--- src/rtl/spi_frame_ctrl_if.sv ---
// Byte-stream and write-port bundle for spi_frame_ctrl.
// The slave modport is the frame controller; master is whoever feeds it.
interface spi_frame_ctrl_if #(
  parameter int ADDR_WIDTH = 8
) ();
  logic [7:0]            byte_in;
  logic                  byte_valid_in;
  logic                  sel_in;
  logic                  wr_en_out;
  logic [ADDR_WIDTH-1:0] wr_addr_out;
  logic [7:0]            wr_data_out;
  logic                  start_out;
  logic                  frame_done_out;
  logic                  err_out;
  logic [1:0]            err_code_out;
  logic                  busy_out;

  modport master (
    output byte_in, byte_valid_in, sel_in,
    input  wr_en_out, wr_addr_out, wr_data_out, start_out,
           frame_done_out, err_out, err_code_out, busy_out
  );

  modport slave (
    input  byte_in, byte_valid_in, sel_in,
    output wr_en_out, wr_addr_out, wr_data_out, start_out,
           frame_done_out, err_out, err_code_out, busy_out
  );
endinterface

--- src/rtl/spi_frame_ctrl.sv ---
// SPI command-frame sequencer: OPCODE, ADDR, LEN, payload[, CSUM] -> write pulses and status.
// Define SPI_FRAME_CSUM_EN to require a trailing XOR checksum byte.
module spi_frame_ctrl #(
  parameter int         ADDR_WIDTH = 8,
  parameter logic [7:0] OP_WRITE   = 8'h01,
  parameter logic [7:0] OP_START   = 8'h02
) (
  input  logic               clk_in,
  input  logic               rst_n_in,
  spi_frame_ctrl_if.slave    bus
);

  typedef enum logic [2:0] {
    S_IDLE      = 3'd0,
    S_ADDR      = 3'd1,
    S_LEN       = 3'd2,
    S_DATA      = 3'd3,
`ifdef SPI_FRAME_CSUM_EN
    S_CSUM      = 3'd4,
`endif
    S_CMPL      = 3'd5,
    S_DONE_WAIT = 3'd6,
    S_DROP      = 3'd7
  } state_t;

  state_t                r_state;
  logic [ADDR_WIDTH-1:0] r_addr;
  logic [7:0]            r_remaining;
  logic                  r_is_start;
  logic                  r_wr_en;
  logic [ADDR_WIDTH-1:0] r_wr_addr;
  logic [7:0]            r_wr_data;
  logic                  r_start;
  logic                  r_done;
  logic                  r_err;
  logic [1:0]            r_err_code;
  logic                  r_busy;
`ifdef SPI_FRAME_CSUM_EN
  logic [7:0]            r_csum;
`endif

  wire w_byte_ok = bus.byte_valid_in;

  // Frame FSM; all outputs are registered pulses since the byte stream cannot stall.
  always_ff @(posedge clk_in or negedge rst_n_in) begin
    if (!rst_n_in) begin
      r_state     <= S_IDLE;
      r_addr      <= '0;
      r_remaining <= 8'd0;
      r_is_start  <= 1'b0;
      r_wr_en     <= 1'b0;
      r_wr_addr   <= '0;
      r_wr_data   <= 8'd0;
      r_start     <= 1'b0;
      r_done      <= 1'b0;
      r_err       <= 1'b0;
      r_err_code  <= 2'd0;
      r_busy      <= 1'b0;
`ifdef SPI_FRAME_CSUM_EN
      r_csum      <= 8'd0;
`endif
    end else begin
      r_wr_en <= 1'b0;
      r_start <= 1'b0;
      r_done  <= 1'b0;
      r_err   <= 1'b0;
      if (bus.sel_in) begin
        // Deselect wins over any byte strobed in the same cycle.
        case (r_state)
`ifdef SPI_FRAME_CSUM_EN
          S_CSUM,
`endif
          S_ADDR, S_LEN, S_DATA: begin
            r_err      <= 1'b1;
            r_err_code <= 2'd2;
          end
          S_CMPL: begin
            r_done  <= 1'b1;
            r_start <= r_is_start;
          end
          default: ;
        endcase
        r_state <= S_IDLE;
        r_busy  <= 1'b0;
`ifdef SPI_FRAME_CSUM_EN
        r_csum  <= 8'd0;
`endif
      end else begin
        case (r_state)
          S_IDLE: begin
            if (w_byte_ok) begin
`ifdef SPI_FRAME_CSUM_EN
              r_csum <= bus.byte_in;
`endif
              r_busy <= 1'b1;
              if (bus.byte_in == OP_WRITE || bus.byte_in == OP_START) begin
                r_is_start <= (bus.byte_in == OP_START);
                r_state    <= S_ADDR;
              end else begin
                r_err      <= 1'b1;
                r_err_code <= 2'd1;
                r_state    <= S_DROP;
              end
            end else begin
`ifdef SPI_FRAME_CSUM_EN
              r_csum <= 8'd0;
`endif
            end
          end
          S_ADDR: begin
            if (w_byte_ok) begin
              r_addr  <= bus.byte_in[ADDR_WIDTH-1:0];
`ifdef SPI_FRAME_CSUM_EN
              r_csum  <= r_csum ^ bus.byte_in;
`endif
              r_state <= S_LEN;
            end
          end
          S_LEN: begin
            if (w_byte_ok) begin
              r_remaining <= bus.byte_in;
`ifdef SPI_FRAME_CSUM_EN
              r_csum      <= r_csum ^ bus.byte_in;
`endif
              if (r_is_start && bus.byte_in != 8'd0) begin
                r_err      <= 1'b1;
                r_err_code <= 2'd1;
                r_state    <= S_DROP;
              end else if (bus.byte_in == 8'd0) begin
`ifdef SPI_FRAME_CSUM_EN
                r_state <= S_CSUM;
`else
                r_done  <= 1'b1;
                r_start <= r_is_start;
                r_state <= S_DONE_WAIT;
`endif
              end else begin
                r_state <= S_DATA;
              end
            end
          end
          S_DATA: begin
            if (w_byte_ok) begin
              r_wr_en     <= 1'b1;
              r_wr_addr   <= r_addr;
              r_wr_data   <= bus.byte_in;
              r_addr      <= r_addr + ADDR_WIDTH'(1);
              r_remaining <= r_remaining - 8'd1;
`ifdef SPI_FRAME_CSUM_EN
              r_csum      <= r_csum ^ bus.byte_in;
              if (r_remaining == 8'd1) r_state <= S_CSUM;
`else
              // Completion waits a cycle so it never coincides with the last write.
              if (r_remaining == 8'd1) r_state <= S_CMPL;
`endif
            end
          end
`ifdef SPI_FRAME_CSUM_EN
          S_CSUM: begin
            if (w_byte_ok) begin
              if (bus.byte_in == r_csum) begin
                r_done  <= 1'b1;
                r_start <= r_is_start;
                r_state <= S_DONE_WAIT;
              end else begin
                r_err      <= 1'b1;
                r_err_code <= 2'd3;
                r_state    <= S_DROP;
              end
            end
          end
`endif
          S_CMPL: begin
            r_done  <= 1'b1;
            r_start <= r_is_start;
            r_state <= S_DONE_WAIT;
          end
          S_DONE_WAIT, S_DROP: ;
          default: begin
            r_state <= S_IDLE;
            r_busy  <= 1'b0;
          end
        endcase
      end
    end
  end

  assign bus.wr_en_out      = r_wr_en;
  assign bus.wr_addr_out    = r_wr_addr;
  assign bus.wr_data_out    = r_wr_data;
  assign bus.start_out      = r_start;
  assign bus.frame_done_out = r_done;
  assign bus.err_out        = r_err;
  assign bus.err_code_out   = r_err_code;
  assign bus.busy_out       = r_busy;

endmodule

--- src/flat_wrapper.sv ---
// flat-port wrapper written by rule: the top's interface ports become plain ports
module spi_frame_ctrl_flat 
#(
  parameter int         ADDR_WIDTH = 8,
  parameter logic [7:0] OP_WRITE   = 8'h01,
  parameter logic [7:0] OP_START   = 8'h02
)
  (clk_in, rst_n_in, bus_byte_in, bus_byte_valid_in, bus_sel_in, bus_wr_en_out, bus_wr_addr_out, bus_wr_data_out, bus_start_out, bus_frame_done_out, bus_err_out, bus_err_code_out, bus_busy_out);
  spi_frame_ctrl_if #(.ADDR_WIDTH(ADDR_WIDTH)) bus_i ();
  input  logic clk_in;
  input  logic rst_n_in;
  input wire logic [$bits(bus_i.byte_in)-1:0] bus_byte_in;
  input wire logic [$bits(bus_i.byte_valid_in)-1:0] bus_byte_valid_in;
  input wire logic [$bits(bus_i.sel_in)-1:0] bus_sel_in;
  output wire logic [$bits(bus_i.wr_en_out)-1:0] bus_wr_en_out;
  output wire logic [$bits(bus_i.wr_addr_out)-1:0] bus_wr_addr_out;
  output wire logic [$bits(bus_i.wr_data_out)-1:0] bus_wr_data_out;
  output wire logic [$bits(bus_i.start_out)-1:0] bus_start_out;
  output wire logic [$bits(bus_i.frame_done_out)-1:0] bus_frame_done_out;
  output wire logic [$bits(bus_i.err_out)-1:0] bus_err_out;
  output wire logic [$bits(bus_i.err_code_out)-1:0] bus_err_code_out;
  output wire logic [$bits(bus_i.busy_out)-1:0] bus_busy_out;
  assign bus_i.byte_in = bus_byte_in;
  assign bus_i.byte_valid_in = bus_byte_valid_in;
  assign bus_i.sel_in = bus_sel_in;
  assign bus_wr_en_out = bus_i.wr_en_out;
  assign bus_wr_addr_out = bus_i.wr_addr_out;
  assign bus_wr_data_out = bus_i.wr_data_out;
  assign bus_start_out = bus_i.start_out;
  assign bus_frame_done_out = bus_i.frame_done_out;
  assign bus_err_out = bus_i.err_out;
  assign bus_err_code_out = bus_i.err_code_out;
  assign bus_busy_out = bus_i.busy_out;
  spi_frame_ctrl #(.ADDR_WIDTH(ADDR_WIDTH), .OP_WRITE(OP_WRITE), .OP_START(OP_START)) u_core (.clk_in(clk_in), .rst_n_in(rst_n_in), .bus(bus_i));
endmodule
--- config.mk ---
export PLATFORM = sky130hd
export DESIGN_NAME = spi_frame_ctrl_flat
export DESIGN_NICKNAME = d
export VERILOG_FILES = /design/src/rtl/spi_frame_ctrl_if.sv /design/src/rtl/spi_frame_ctrl.sv /design/src/flat_wrapper.sv
export SDC_FILE = /design/constraint.sdc
export NUM_CORES = 1
export LEC_CHECK = 0
export ABC_AREA = 0
export CORE_MARGIN = 3
export CORE_UTILIZATION = 50
export CTS_CLUSTER_SIZE = 25
export DETAILED_ROUTE_END_ITERATION = 7
export GPL_TIMING_DRIVEN = 0
export PLACE_DENSITY = 0.81
export SLEW_MARGIN = 20
export SYNTH_ARGS = -nofsm -noshare
export SYNTH_HDL_FRONTEND = slang
export SYNTH_SLANG_ARGS = --single-unit
--- constraint.sdc ---
create_clock -name clk_in -period 1.9 [get_ports clk_in]
set_input_delay 0.19 -clock clk_in [delete_from_list [all_inputs] [get_ports clk_in]]
set_output_delay 0.19 -clock clk_in [all_outputs]
set_load 0.01 [all_outputs]
==> results.json, run 1 <==
{
  "status": "completed",
  "clock_skew_ns": 0.00691,
  "ys_types": 46,
  "clock_sinks": 43,
  "synth_commonest_cells": "dfrtp_1, o21ai_0, nand2_1",
  "path_max_fanout": 10,
  "synth_area_leaders": "dfrtp_1, mux2_4, mux2_2",
  "crit_required_ns": 2.09,
  "port_buffers": 32,
  "relSlewSlack_pct": 60.2,
  "area_growth_pct": 23.4,
  "path_clk_slew_ns": 0.08,
  "synthArstFlopShare_pct": 100,
  "gr-total-overflow": 0,
  "post_drt_wl_per_cell_um": 16.6,
  "rsz0062_at_grt": "yes",
  "power.internal_mw": 2.35,
  "tritoncts": "done",
  "setup_viol": 0,
  "utilization_pct": 66.0,
  "fmax_ghz": 0.546,
  "seq_power_share_pct": 43.4,
  "num_antenna_cells": 0,
  "worstSetupPathType": "reg -> reg",
  "avgSynthCellArea_um2": 10.3,
  "syn-num-nets": 229,
  "switching_share_pct": 36.0,
  "post_cts_buffers": 0,
  "tightest_slew_ns": 0.591,
  "gp_congestion": 0.846,
  "fin_crit_ns": 1.83,
  "power.total_mw": 3.68,
  "floorplan.core_area_um2": 4120,
  "row_count": 23,
  "critical_path.startpoint_type": "register",
  "cpMaxStageDelayCell": "dfrtp_1",
  "top_layer_used": "met4",
  "comb_power_share_pct": 40.7,
  "fp.dieW_um": 72.4,
  "start_util_pct": 53.5,
  "power.switching_mw": 1.32,
  "cts_root_buf": "clkbuf_8",
  "max-vdd-ir-drop_v": 0.000787,
  "dr_wl_met2_um": 2400,
  "antenna_left": 0,
  "final_hold_viol_count": 0,
  "numCtsBuffers": 5,
  "final_cell_area_um2": 2720,
  "wl_met3_um": 282,
  "synth.most_common_cell": "dfrtp_1",
  "min_path_type": "in -> reg",
  "power_frac_clock_pct": 15.9,
  "remaining_drc_errors": 0,
  "htreeDepth": 2,
  "powerDensity_nw_per_um2": 1350,
  "worst_setup_path_end_kind": "register",
  "worstSkewPairLatency_ns": 0.30,
  "synth_cells": 214,
  "drt-met1-wl_um": 2310,
  "placed_area_um2": 2600,
  "finalNetCount": 270,
  "dp_hpwl_um": 3610,
  "finalCritPeriodShare_pct": 96.3,
  "yosysWarnings": 0,
  "clockBufferDepth": 2,
  "grt_max_degree": 32,
  "die-area_um2": 5240,
  "cp_common_cell": "buf_6",
  "synth_edf_count": 0,
  "first_global_vias": 1807,
  "synth_area_um2": 2200,
  "layout-drive-gt1-share_pct": 14.5,
  "synth_top_area_share_pct": 48.9,
  "max_stage_delay_ns": 0.46,
  "drt-vias-per-instance": 5.94,
  "grt_antenna_before_repair": 0,
  "io_pins": 35,
  "power_leakage_nw": 1.21,
  "first_pass_iters": 4,
  "wirelength_um": 5080,
  "fp.dieH_um": 72.4,
  "grt_first_pass_wirelength_um": 8830,
  "synth_seq_cells": 43,
  "grt_use_total_pct": 21.7,
  "yosys.area.top_type": "dfrtp_1",
  "ys.flop_type": "dfrtp_1",
  "drt_iter0_markers": 163,
  "report.final.slew_viol_count": 0,
  "path_cells": "nor3b_2 > and2_1 > buf_6 > nand2_4 > buf_6 > mux2_4",
  "critPathArrivalTime_ns": 2.02,
  "drv_cap": 0,
  "synth_seq_area_share_pct": 48.9,
  "vias": 1812
}
-- power by group through the flow --
stage               clock (mW)  sequential (mW)  combinational [mW]
global placement             0             1.58                1.44
finish                   0.586             1.60                1.50
detailed placement           0             1.60                1.48
floorplan                    0             1.61               0.826
global route             0.636             1.65                1.67
CTS                      0.601             1.58                1.49
-- state kept, by name, indices dropped and copies added (netlist names) --
name / flops
u_core.bus.err_out: 1
u_core.r_state: 3
u_core.bus.wr_data_out: 8
u_core.bus.frame_done_out: 1
u_core.bus.wr_addr_out: 8
u_core.r_addr: 8
u_core.r_remaining: 8
u_core.r_is_start: 1
u_core.bus.wr_en_out: 1
u_core.bus.start_out: 1
u_core.bus.err_code_out: 2
u_core.bus.busy_out: 1
-- worst paths after layout --
| path | to | slack, ns | startpoint | cells past startpoint |
|---|---|---|---|---|
| min in group asynchronous | u_core.bus.wr_data_out[7] | 0.32 | rst_n_in | 2 |
| max in group asynchronous | u_core.r_remaining[0] | 1.12 | rst_n_in | 3 |
| worst max register to register | u_core.bus.wr_addr_out[1] | 0.07 | u_core.r_state[2] | 6 |
| worst min register to register | u_core.bus.err_code_out[1] | 0.48 | u_core.bus.err_code_out[1] | 1 |
| worst min-delay path | u_core.r_addr[1] | 0.30 | bus_byte_in[1] | 3 |
| worst max-delay path | u_core.bus.wr_addr_out[1] | 0.07 | u_core.r_state[2] | 6 |
-- cell usage in the layout, fill, tap and decap left out, drive strengths merged, types with 2 or more instances in the layout --
master / n
a211oi: 2
a21o: 2
a21oi: 14
a22oi: 2
a2bb2oi: 4
a31oi: 3
and2: 4
and3: 3
buf: 8
clkbuf: 10
clkdlybuf4s50: 31
dfrtp: 43
ha: 3
inv: 11
mux2: 16
nand2: 19
nand2b: 3
nand3: 7
nand3b: 2
nand4: 2
nor2: 10
nor3: 4
nor3b: 3
nor4: 3
nor4b: 2
o211ai: 3
o21ai: 19
o221ai: 3
o22ai: 4
o31a: 2
-- routing by layer --
layer | vias to the layer above | GRT usage (%)
met4 | 0 | 7.93
met3 | 9 | 4.85
met1 | 883 | 29.5
li1 | 866 | -
met2 | 54 | 34.2
met5 | - | 0
-- area by class of cell --
type                       count  area (µm²)
clock buffer                   6        82.6
buffer                        10        56.3
inverter                      11        41.3
timing repair buffer          34         345
clock inverter                 1        5.00
sequential                    43        1080
tap                           50        62.6
fill                         336        1400
multi-input combinational    150        1050
-- cells by family after synthesis --
kind of cell    Yosys count  synth area share, %
flops                    43                 48.9
xor+xnor                  1                0.398
buf+inv                  21                 4.43
mux                      17                 9.83
fa+ha+maj                 3                 1.70
compound gates           65                 18.9
simple gates             64                 15.9
-- stage by stage --
step                      setup TNS [ns]  setup slack [ns]  hold slack (ns)  std cells
after CTS                              0            0.0223            0.304        305
final                                  0            0.0694            0.304        305
after global routing              -0.171           -0.0286            0.342        305
after detailed placement           -2.37            -0.216            0.106        297
after global placement            -21.79            -0.472            0.462        296
after floorplan                        0             0.254           -0.106        214
-- worst max-delay path, delay by kind of cell, from the launching register on --
family        cells  cell delay (ns)
flops             1             0.46
mux               1             0.30
buf+inv           2             0.33
simple gates      3             0.63
-- repair_timing --
item                                   CTS  global route
hold buffers                             1             0
setup endpoints to repair                0             7
resized for setup                        0             6
endpoints found under the hold margin   12             0
Note: power is estimated with default switching activity, not from simulation.
==> run 2, diff against run 1 <==
--- a/config.mk
+++ b/config.mk
@@ -6,6 +6,7 @@
 export NUM_CORES = 1
 export LEC_CHECK = 0
 export ABC_AREA = 0
+export CORE_ASPECT_RATIO = 0.5
 export CORE_MARGIN = 3
 export CORE_UTILIZATION = 50
 export CTS_CLUSTER_SIZE = 25
==> run 2 against run 1 <==
  * Worst setup slack got worse by 0.017 ns
  * Die area rose by 0.92%
  * Flip-flop and latch count stayed put
  * Largest power group unchanged
  * Clock skew hardly changed
  * Total power rose by 0.16%
  * Clock-buffer cell count did not move
  * Critical path type is now in -> reg
  * Core utilization up 1.2 points
  * First-iteration DRC count shrank 18%
  * Cell area up 0.60%
  * Sequential power hardly changed
==> results.json, run 2 (synthesis results as in run 1) <==
{
  "status": "completed",
  "rsz0062_at_grt": "no",
  "gp_congestion": 0.845,
  "powerDensity_nw_per_um2": 1350,
  "first_global_vias": 1738,
  "drt-vias-per-instance": 6.05,
  "tightest_slew_ns": 0.738,
  "instances_no_fill": 312,
  "port_buffers": 32,
  "fp.dieW_um": 99.9,
  "num_antenna_cells": 0,
  "clock_skew_ns": 0.00700,
  "tritoncts": "done",
  "critPathArrivalTime_ns": 2.05,
  "layout-drive-gt1-share_pct": 15.9,
  "worstSkewPairLatency_ns": 0.31,
  "row_count": 16,
  "finalCritPeriodShare_pct": 97.2,
  "numCtsBuffers": 5,
  "grt_max_degree": 25,
  "grt_antenna_before_repair": 0,
  "min_path_type": "in -> reg",
  "final_common_cell": "dfrtp_1",
  "fin_crit_ns": 1.85,
  "drv_cap": 0,
  "start_util_pct": 54.2,
  "report.final.slew_viol_count": 0,
  "drt_iter0_markers": 134,
  "power_leakage_nw": 1.21,
  "remaining_drc_errors": 0,
  "path_max_fanout": 7,
  "fp.dieH_um": 52.9,
  "fmax_ghz": 0.541,
  "cts_root_buf": "clkbuf_8",
  "antenna_left": 0,
  "crit_required_ns": 2.10,
  "grt_use_total_pct": 20.8,
  "final_hold_viol_count": 0,
  "htreeDepth": 2,
  "dp_hpwl_um": 3540,
  "max-vdd-ir-drop_v": 0.000620,
  "finalNetCount": 272,
  "grt_first_pass_wirelength_um": 8310,
  "placed_area_um2": 2610,
  "relSlewSlack_pct": 50.4,
  "first_pass_iters": 4,
  "vias": 1888,
  "final_cell_mix": "dfrtp_1, clkdlybuf4s50_1, nand2_1, o21ai_0, a21oi_1",
  "path_clk_slew_ns": 0.08,
  "dp_cells": 301,
  "area_growth_pct": 24.1,
  "post_drt_wl_per_cell_um": 16.1,
  "final_cell_area_um2": 2730,
  "worstSetupPathType": "in -> reg",
  "floorplan.core_area_um2": 4060,
  "die-area_um2": 5280,
  "clockBufferDepth": 2,
  "setup_viol": 0,
  "clock_sinks": 43,
  "worst_setup_path_end_kind": "register",
  "io_pins": 35,
  "critical_path.startpoint_type": "input pin",
  "wirelength_um": 5040,
  "gr-total-overflow": 0
}
run 2: changes by cell type in the layout (fill, tap and decap cells not counted), sizes merged:
cell / change
buf: +1
clkbuf: +1
clkinvlp: +1
run 2: power by group:
group          switching, mW  leakage (nW)  internal, mW
clock                  0.333        0.0412         0.257
sequential             0.313         0.542          1.28
combinational          0.699         0.624         0.806
total                   1.35          1.21          2.34
run 2: worst paths after layout:
| kind | cells past startpoint | startpoint | slack, ns | endpoint |
|---|---|---|---|---|
| max reg2reg | 6 | u_core.r_remaining[0] | 0.09 | u_core.r_remaining[6] |
| min | 3 | bus_byte_in[1] | 0.30 | u_core.r_addr[1] |
| min reg2reg | 1 | u_core.bus.err_code_out[1] | 0.49 | u_core.bus.err_code_out[1] |
| max | 5 | bus_byte_in[6] | 0.05 | u_core.r_is_start |
| max in group asynchronous | 3 | rst_n_in | 0.98 | u_core.r_remaining[0] |
| min in group asynchronous | 2 | rst_n_in | 0.41 | u_core.bus.wr_data_out[5] |
run 2: what timing repair did:
action | in CTS | in global routing
hold buffers | 1 | 0
setup endpoints to repair | 0 | 3
gates resized for setup | 0 | 5
setup buffers | 0 | 2
hold endpoints to repair | 23 | 0
run 2: cell type report:
cell class	instances	area [µm²]
clock inverter	2	12.5
fill	297	1330
sequential	43	1080
clock buffer	6	72.6
tap	54	67.6
multi-input combinational	150	1040
buffer	10	56.3
inverter	11	41.3
timing repair buffer	36	368
run 2: metal layers:
metal	routed length (µm)	track usage (%)	share of wire [%]
met1	2340	28.0	46
met2	2250	32.2	45
met3	377	6.97	7.5
met4	68	6.35	1.4
met5	0	0	0
run 2: critical path: stages:
cell	delay, ns
clkdlybuf4s50_1	0.51
nor4_2	0.72
nand4_1	0.20
o21ai_0	0.18
a21bo_2	0.24
run 2: stage by stage:
stage                     setup WS (ns)  total power [mW]  utilization, %  setup TNS (ns)  hold slack [ns]
after floorplan                   0.254              2.43               -               0           -0.106
after global placement           -0.458              3.00            63.7          -21.34            0.474
after detailed placement         -0.218              3.07            64.3           -2.03            0.228
after CTS                        0.0565              3.66            66.6               0            0.306
after global routing             0.0103              3.94            67.2               0            0.310
final                            0.0527              3.68            67.2               0            0.298
==> RTL edit 1, RTL diff (settings of run 1) <==
`ADDR_WIDTH` is set to 8 in 3 places; all go to 6.
--- a/src/rtl/spi_frame_ctrl_if.sv
+++ b/src/rtl/spi_frame_ctrl_if.sv
@@ -1,7 +1,7 @@
 // Byte-stream and write-port bundle for spi_frame_ctrl.
 // The slave modport is the frame controller; master is whoever feeds it.
 interface spi_frame_ctrl_if #(
-  parameter int ADDR_WIDTH = 8
+  parameter int ADDR_WIDTH = 6
 ) ();
   logic [7:0]            byte_in;
   logic                  byte_valid_in;
--- a/src/rtl/spi_frame_ctrl.sv
+++ b/src/rtl/spi_frame_ctrl.sv
@@ -1,7 +1,7 @@
 // SPI command-frame sequencer: OPCODE, ADDR, LEN, payload[, CSUM] -> write pulses and status.
 // Define SPI_FRAME_CSUM_EN to require a trailing XOR checksum byte.
 module spi_frame_ctrl #(
-  parameter int         ADDR_WIDTH = 8,
+  parameter int         ADDR_WIDTH = 6,
   parameter logic [7:0] OP_WRITE   = 8'h01,
   parameter logic [7:0] OP_START   = 8'h02
 ) (
--- a/src/flat_wrapper.sv
+++ b/src/flat_wrapper.sv
@@ -1,7 +1,7 @@
 // flat-port wrapper written by rule: the top's interface ports become plain ports
 module spi_frame_ctrl_flat 
 #(
-  parameter int         ADDR_WIDTH = 8,
+  parameter int         ADDR_WIDTH = 6,
   parameter logic [7:0] OP_WRITE   = 8'h01,
   parameter logic [7:0] OP_START   = 8'h02
 )
Ports: changed (resized bus_wr_addr_out); port bits go from 35 to 33. The function was not compared with the original's and may differ.
==> RTL edit 1 against run 1 <==
Synthesized area shrank 4.4%. Synthesized cell count shrank 4.7%. Sequential cell count shrank 4. Combinational power grew 13%. Final area shrank 5.2%. Total power grew 1.0%. Routed wire length shrank 9.7%. Count of clock-buffer cells in the layout is the same. Sequential power shrank 9%. Core utilization grew 0.81 points. Maximum frequency grew 2.9%. Worst setup slack gained 51 ps. Sequential share of layout area shrank 1.8 points. Highest routed layer unchanged.
==> RTL edit 1: results (changes against run 1) <==
Routing
  – Via-per-instance ratio: 5.89 (-0.85%)
  – Final wirelength: 4.58 mm (-9.7%)

Worst setup path
  – Max FO, Critical Path: 5 (-5)
  – FF-to-FF End: u_core.r_remaining[6]$_DFFE_PN0P_

Cells and area
  – Final nets: 258 (-4.4%)
  – Invs w/o clock: 9 (-2)
  – Seq area share: 0.379 (-0.0176)
  – Bufs w/o clock: 46 (+4.5%)
  – Signal buf overhead: 0.159 (+0.0110)

Logic synthesis
  – Commonest cells in the netlist: 39 x dfrtp_1, 14 x a21oi_1, 14 x nor2_1, 14 x o21ai_0, 12 x nand2_1
  – Area contributors post-synth: dfrtp_1 46%, mux2_4 5.7%, a21oi_1 3.3%
  – Synth Area in XOR/XNOR: 0.00416 (+0.000184)
  – Mux contribution to synthesized area: 0.0939 (-0.00436)
  – Syn Nets: 219 (-4.4%)
  – Compound-Gate Fraction of Synth Area: 0.194 (+0.00521)

GRT
  – Pin count of the biggest net entering global routing: 28 (-13%)
  – Global-route wire length before repair: 7.73 mm (-13%)
  – Vias in the first global route: 1664 (-7.9%)
  – GRT Overall Usage: 0.194 (-0.0232)

Place
  – DP Worst Slack: -144 ps (+72.2 ps)
  – DP Cell Count: 283 (-4.7%)
  – Dpl cell area: 2480 um2 (-4.6%)

Outcome
  – Status: finished clean

Timing
  – Setup Skew: 4.82 ps (-2.09 ps)
  – Worst-Margin Slew: 598 ps (+7.53 ps)

Power
  – Leakage: 1.11 nW (-8.3%)

CTS
  – Clk sinks: 39 (-9.3%)
## RTL edit 1: cell count changes after synthesis, sizes merged, moves of 3 or more
cell / delta
a2bb2oi: -4
buf: +3
dfrtp: -4
nand2: -6
nor2: +4
o22ai: -3
## RTL edit 1: how the worst max path moves through the flow
stage / end / cells after the start
2_1_floorplan: u_core.r_state[0]$_DFFE_PN0P_ / 6
3_3_place_gp: u_core.r_state[0]$_DFFE_PN0P_ / 1
3_5_place_dp: u_core.r_state[2]$_DFFE_PN0P_ / 5
4_1_cts: u_core.r_state[2]$_DFFE_PN0P_ / 6
5_1_grt: u_core.r_state[2]$_DFFE_PN0P_ / 6
6_report: u_core.r_remaining[6]$_DFFE_PN0P_ / 6
## RTL edit 1: metal layers
metal  global-route usage  part of all wire
met4               0.0772             0.015
met2                0.304              0.45
met1                0.260              0.47
met5                    0                 0
met3               0.0469             0.061
==> RTL edit 2, RTL diff (settings of run 1) <==
Made on the original files. The 7 states of `state_t` get a one-hot encoding in 7 bits.
--- a/src/rtl/spi_frame_ctrl.sv
+++ b/src/rtl/spi_frame_ctrl.sv
@@ -10,17 +10,17 @@
   spi_frame_ctrl_if.slave    bus
 );
 
-  typedef enum logic [2:0] {
-    S_IDLE      = 3'd0,
-    S_ADDR      = 3'd1,
-    S_LEN       = 3'd2,
-    S_DATA      = 3'd3,
+  typedef enum logic [6:0] {
+    S_IDLE      = 7'b0000001,
+    S_ADDR      = 7'b0000010,
+    S_LEN       = 7'b0000100,
+    S_DATA      = 7'b0001000,
 `ifdef SPI_FRAME_CSUM_EN
     S_CSUM      = 3'd4,
 `endif
-    S_CMPL      = 3'd5,
-    S_DONE_WAIT = 3'd6,
-    S_DROP      = 3'd7
+    S_CMPL      = 7'b0010000,
+    S_DONE_WAIT = 7'b0100000,
+    S_DROP      = 7'b1000000
   } state_t;
 
   state_t                r_state;
Formal check against the unedited RTL: same outputs for any inputs over 4 cycles, from zero or initial values and one cycle with rst_n_in low; so few cycles prove little.
==> RTL edit 2 against run 1 <==
The run now ends with setup timing left. Worst setup slack worse by 120 ps. Routed wire length up 32%. Final cell count up 24%. Sequential cell count up 4. Worst hold slack better by 69 ps. Non-clock buffer count up 28. Final area up 29%. Synthesized area up 21%. Sequential share of layout area down 6.1 points. Clock skew up 5.4 ps. Critical path type unchanged.
Power is not compared: it rests on default switching activity, and its combinational part moved more than twofold at a synthesized area within 25%.
==> RTL edit 2: results (changes against run 1) <==
GRT
  – Vias in the first global route: 2181 (+21%)
  – Global-route wire length before repair: 10.4 mm (+17%)
  – GRT Overall Usage: 0.209 (-0.00802)

Logic synthesis
  – Mux contribution to synthesized area: 0.0925 (-0.00576)
  – Synth cell types: 59 (+28%)
  – Area contributors post-synth: dfrtp_1 43%, mux2_2 7.2%, o22a_1 3.3%
  – Compound-Gate Fraction of Synth Area: 0.168 (-0.0211)
  – Synth Area in XOR/XNOR: 0.0164 (+0.0125)

Cells and area
  – Invs w/o clock: 12 (+1)
  – Share of cells above drive strength 1: 0.276 (+0.131)
  – Count of multi-input gates: 174 (+16%)
  – Fillers: 361 (+7.4%)
  – Clock-cell share of area: 0.0292 (-0.00301)
  – Signal buf overhead: 0.194 (+0.0464)
  – Sequential cells: 47 (+9.3%)

Min path
  – Tightest Hold Check Type: primary input to asynchronous set/reset pin

Outcome
  – Status: finished with violations
  – Failing checks: setup timing

Timing
  – Setup violators final: 4 (+4)
  – Setup WS post-layout: -54.8 ps (-124 ps)

Worst setup path
  – Max FO, Critical Path: 7 (-3)
  – CP max-delay cell: dfstp_2

Floorplanning
  – Taps Inserted: 67 (+34%)

Place
  – IO buf count: 33 (+3.1%)
  – Dpl hpwl: 4.39 mm (+22%)
  – RD Place Congestion: 0.884 (+4.5%)

Routing
  – Final wirelength: 6.71 mm (+32%)
  – Via-per-instance ratio: 6.10 (+2.7%)
## RTL edit 2: cell types whose count changed after synthesis, moves of 4 or more
cell / before / now
o22a_1: 1 / 10
or3_1: 0 / 5
nor2_1: 10 / 15
buf_6: 2 / 6
o21ai_0: 19 / 7
a31oi_1: 3 / 10
nor3_1: 4 / 8
nand2_1: 18 / 8
mux2_2: 9 / 17
mux2_4: 7 / 1
## RTL edit 2: final timing paths
kind                                                              from                                      to  slack [ps]  cells after the start
worst min register to register  u_core.bus.err_code_out[1]$_DFFE_PN0P_  u_core.bus.err_code_out[1]$_DFFE_PN0P_         510                      1
max in group asynchronous                                     rst_n_in   u_core.bus.wr_data_out[5]$_DFFE_PN0P_        1020                      3
min in group clk_in             u_core.bus.err_code_out[1]$_DFFE_PN0P_  u_core.bus.err_code_out[1]$_DFFE_PN0P_         510                      1
worst max register to register           u_core.r_state[0]$_DFFE_PN1P_  u_core.bus.err_code_out[1]$_DFFE_PN0P_         -50                      5
worst min-delay path                                          rst_n_in       u_core.r_remaining[3]$_DFFE_PN0P_         370                      2
worst max-delay path                     u_core.r_state[0]$_DFFE_PN1P_  u_core.bus.err_code_out[1]$_DFFE_PN0P_         -50                      5
## RTL edit 2: through the flow
| step | util | setup slack (ps) | TNS [ps] | instances | power (mW) |
|---|---|---|---|---|---|
| after global placement | 0.624 | -683 | -39530 | 349 | 1.57 |
| after detailed placement | 0.627 | -379 | -8710 | 350 | 1.58 |
| after CTS | 0.675 | -47.5 | -50.3 | 364 | 2.35 |
| after global routing | 0.710 | -194 | -1060 | 379 | 2.55 |
| after floorplan | - | 4.76 | 0 | 249 | 1.42 |
| final | 0.710 | -54.8 | -121 | 379 | 2.46 |
## RTL edit 2: metal layers
layer,wire length (um),GRT usage,share of wire,vias up
met1,2910,0.303,0.43,1140
met2,3220,0.322,0.48,101
met4,106,0.0619,0.016,0
met5,0,0,0,-
met3,469,0.0385,0.070,9
li1,-,-,-,1062
## RTL edit 2: kinds of logic (layout without fill, tap and decap cells)
group,Yosys count,after routing
muxes,22,22
xor gates and xnor gates,5,5
buffers and inverters,28,91
and+or+nand+nor,81,81
DFF,47,47
AOI/OAI and AO/OA,63,63
adders and majority gates,3,3
## RTL edit 2: power groups by stage
stage / logic [mW] / clock network (mW) / registers, mW
2_1_floorplan: 0.342 / 0 / 1.08
3_3_place_gp: 0.494 / 0 / 1.08
3_5_place_dp: 0.507 / 0 / 1.08
4_1_cts: 0.570 / 0.724 / 1.06
5_1_grt: 0.736 / 0.754 / 1.06
6_report: 0.695 / 0.708 / 1.06
## RTL edit 2: repair_timing
action,in CTS,in global routing
gates cloned,0,1
hold endpoints to repair,17,0
pin swaps,5,9
endpoints found under the setup margin,32,29
buffers inserted,6,14
hold buffers,1,0
resized for setup,12,9
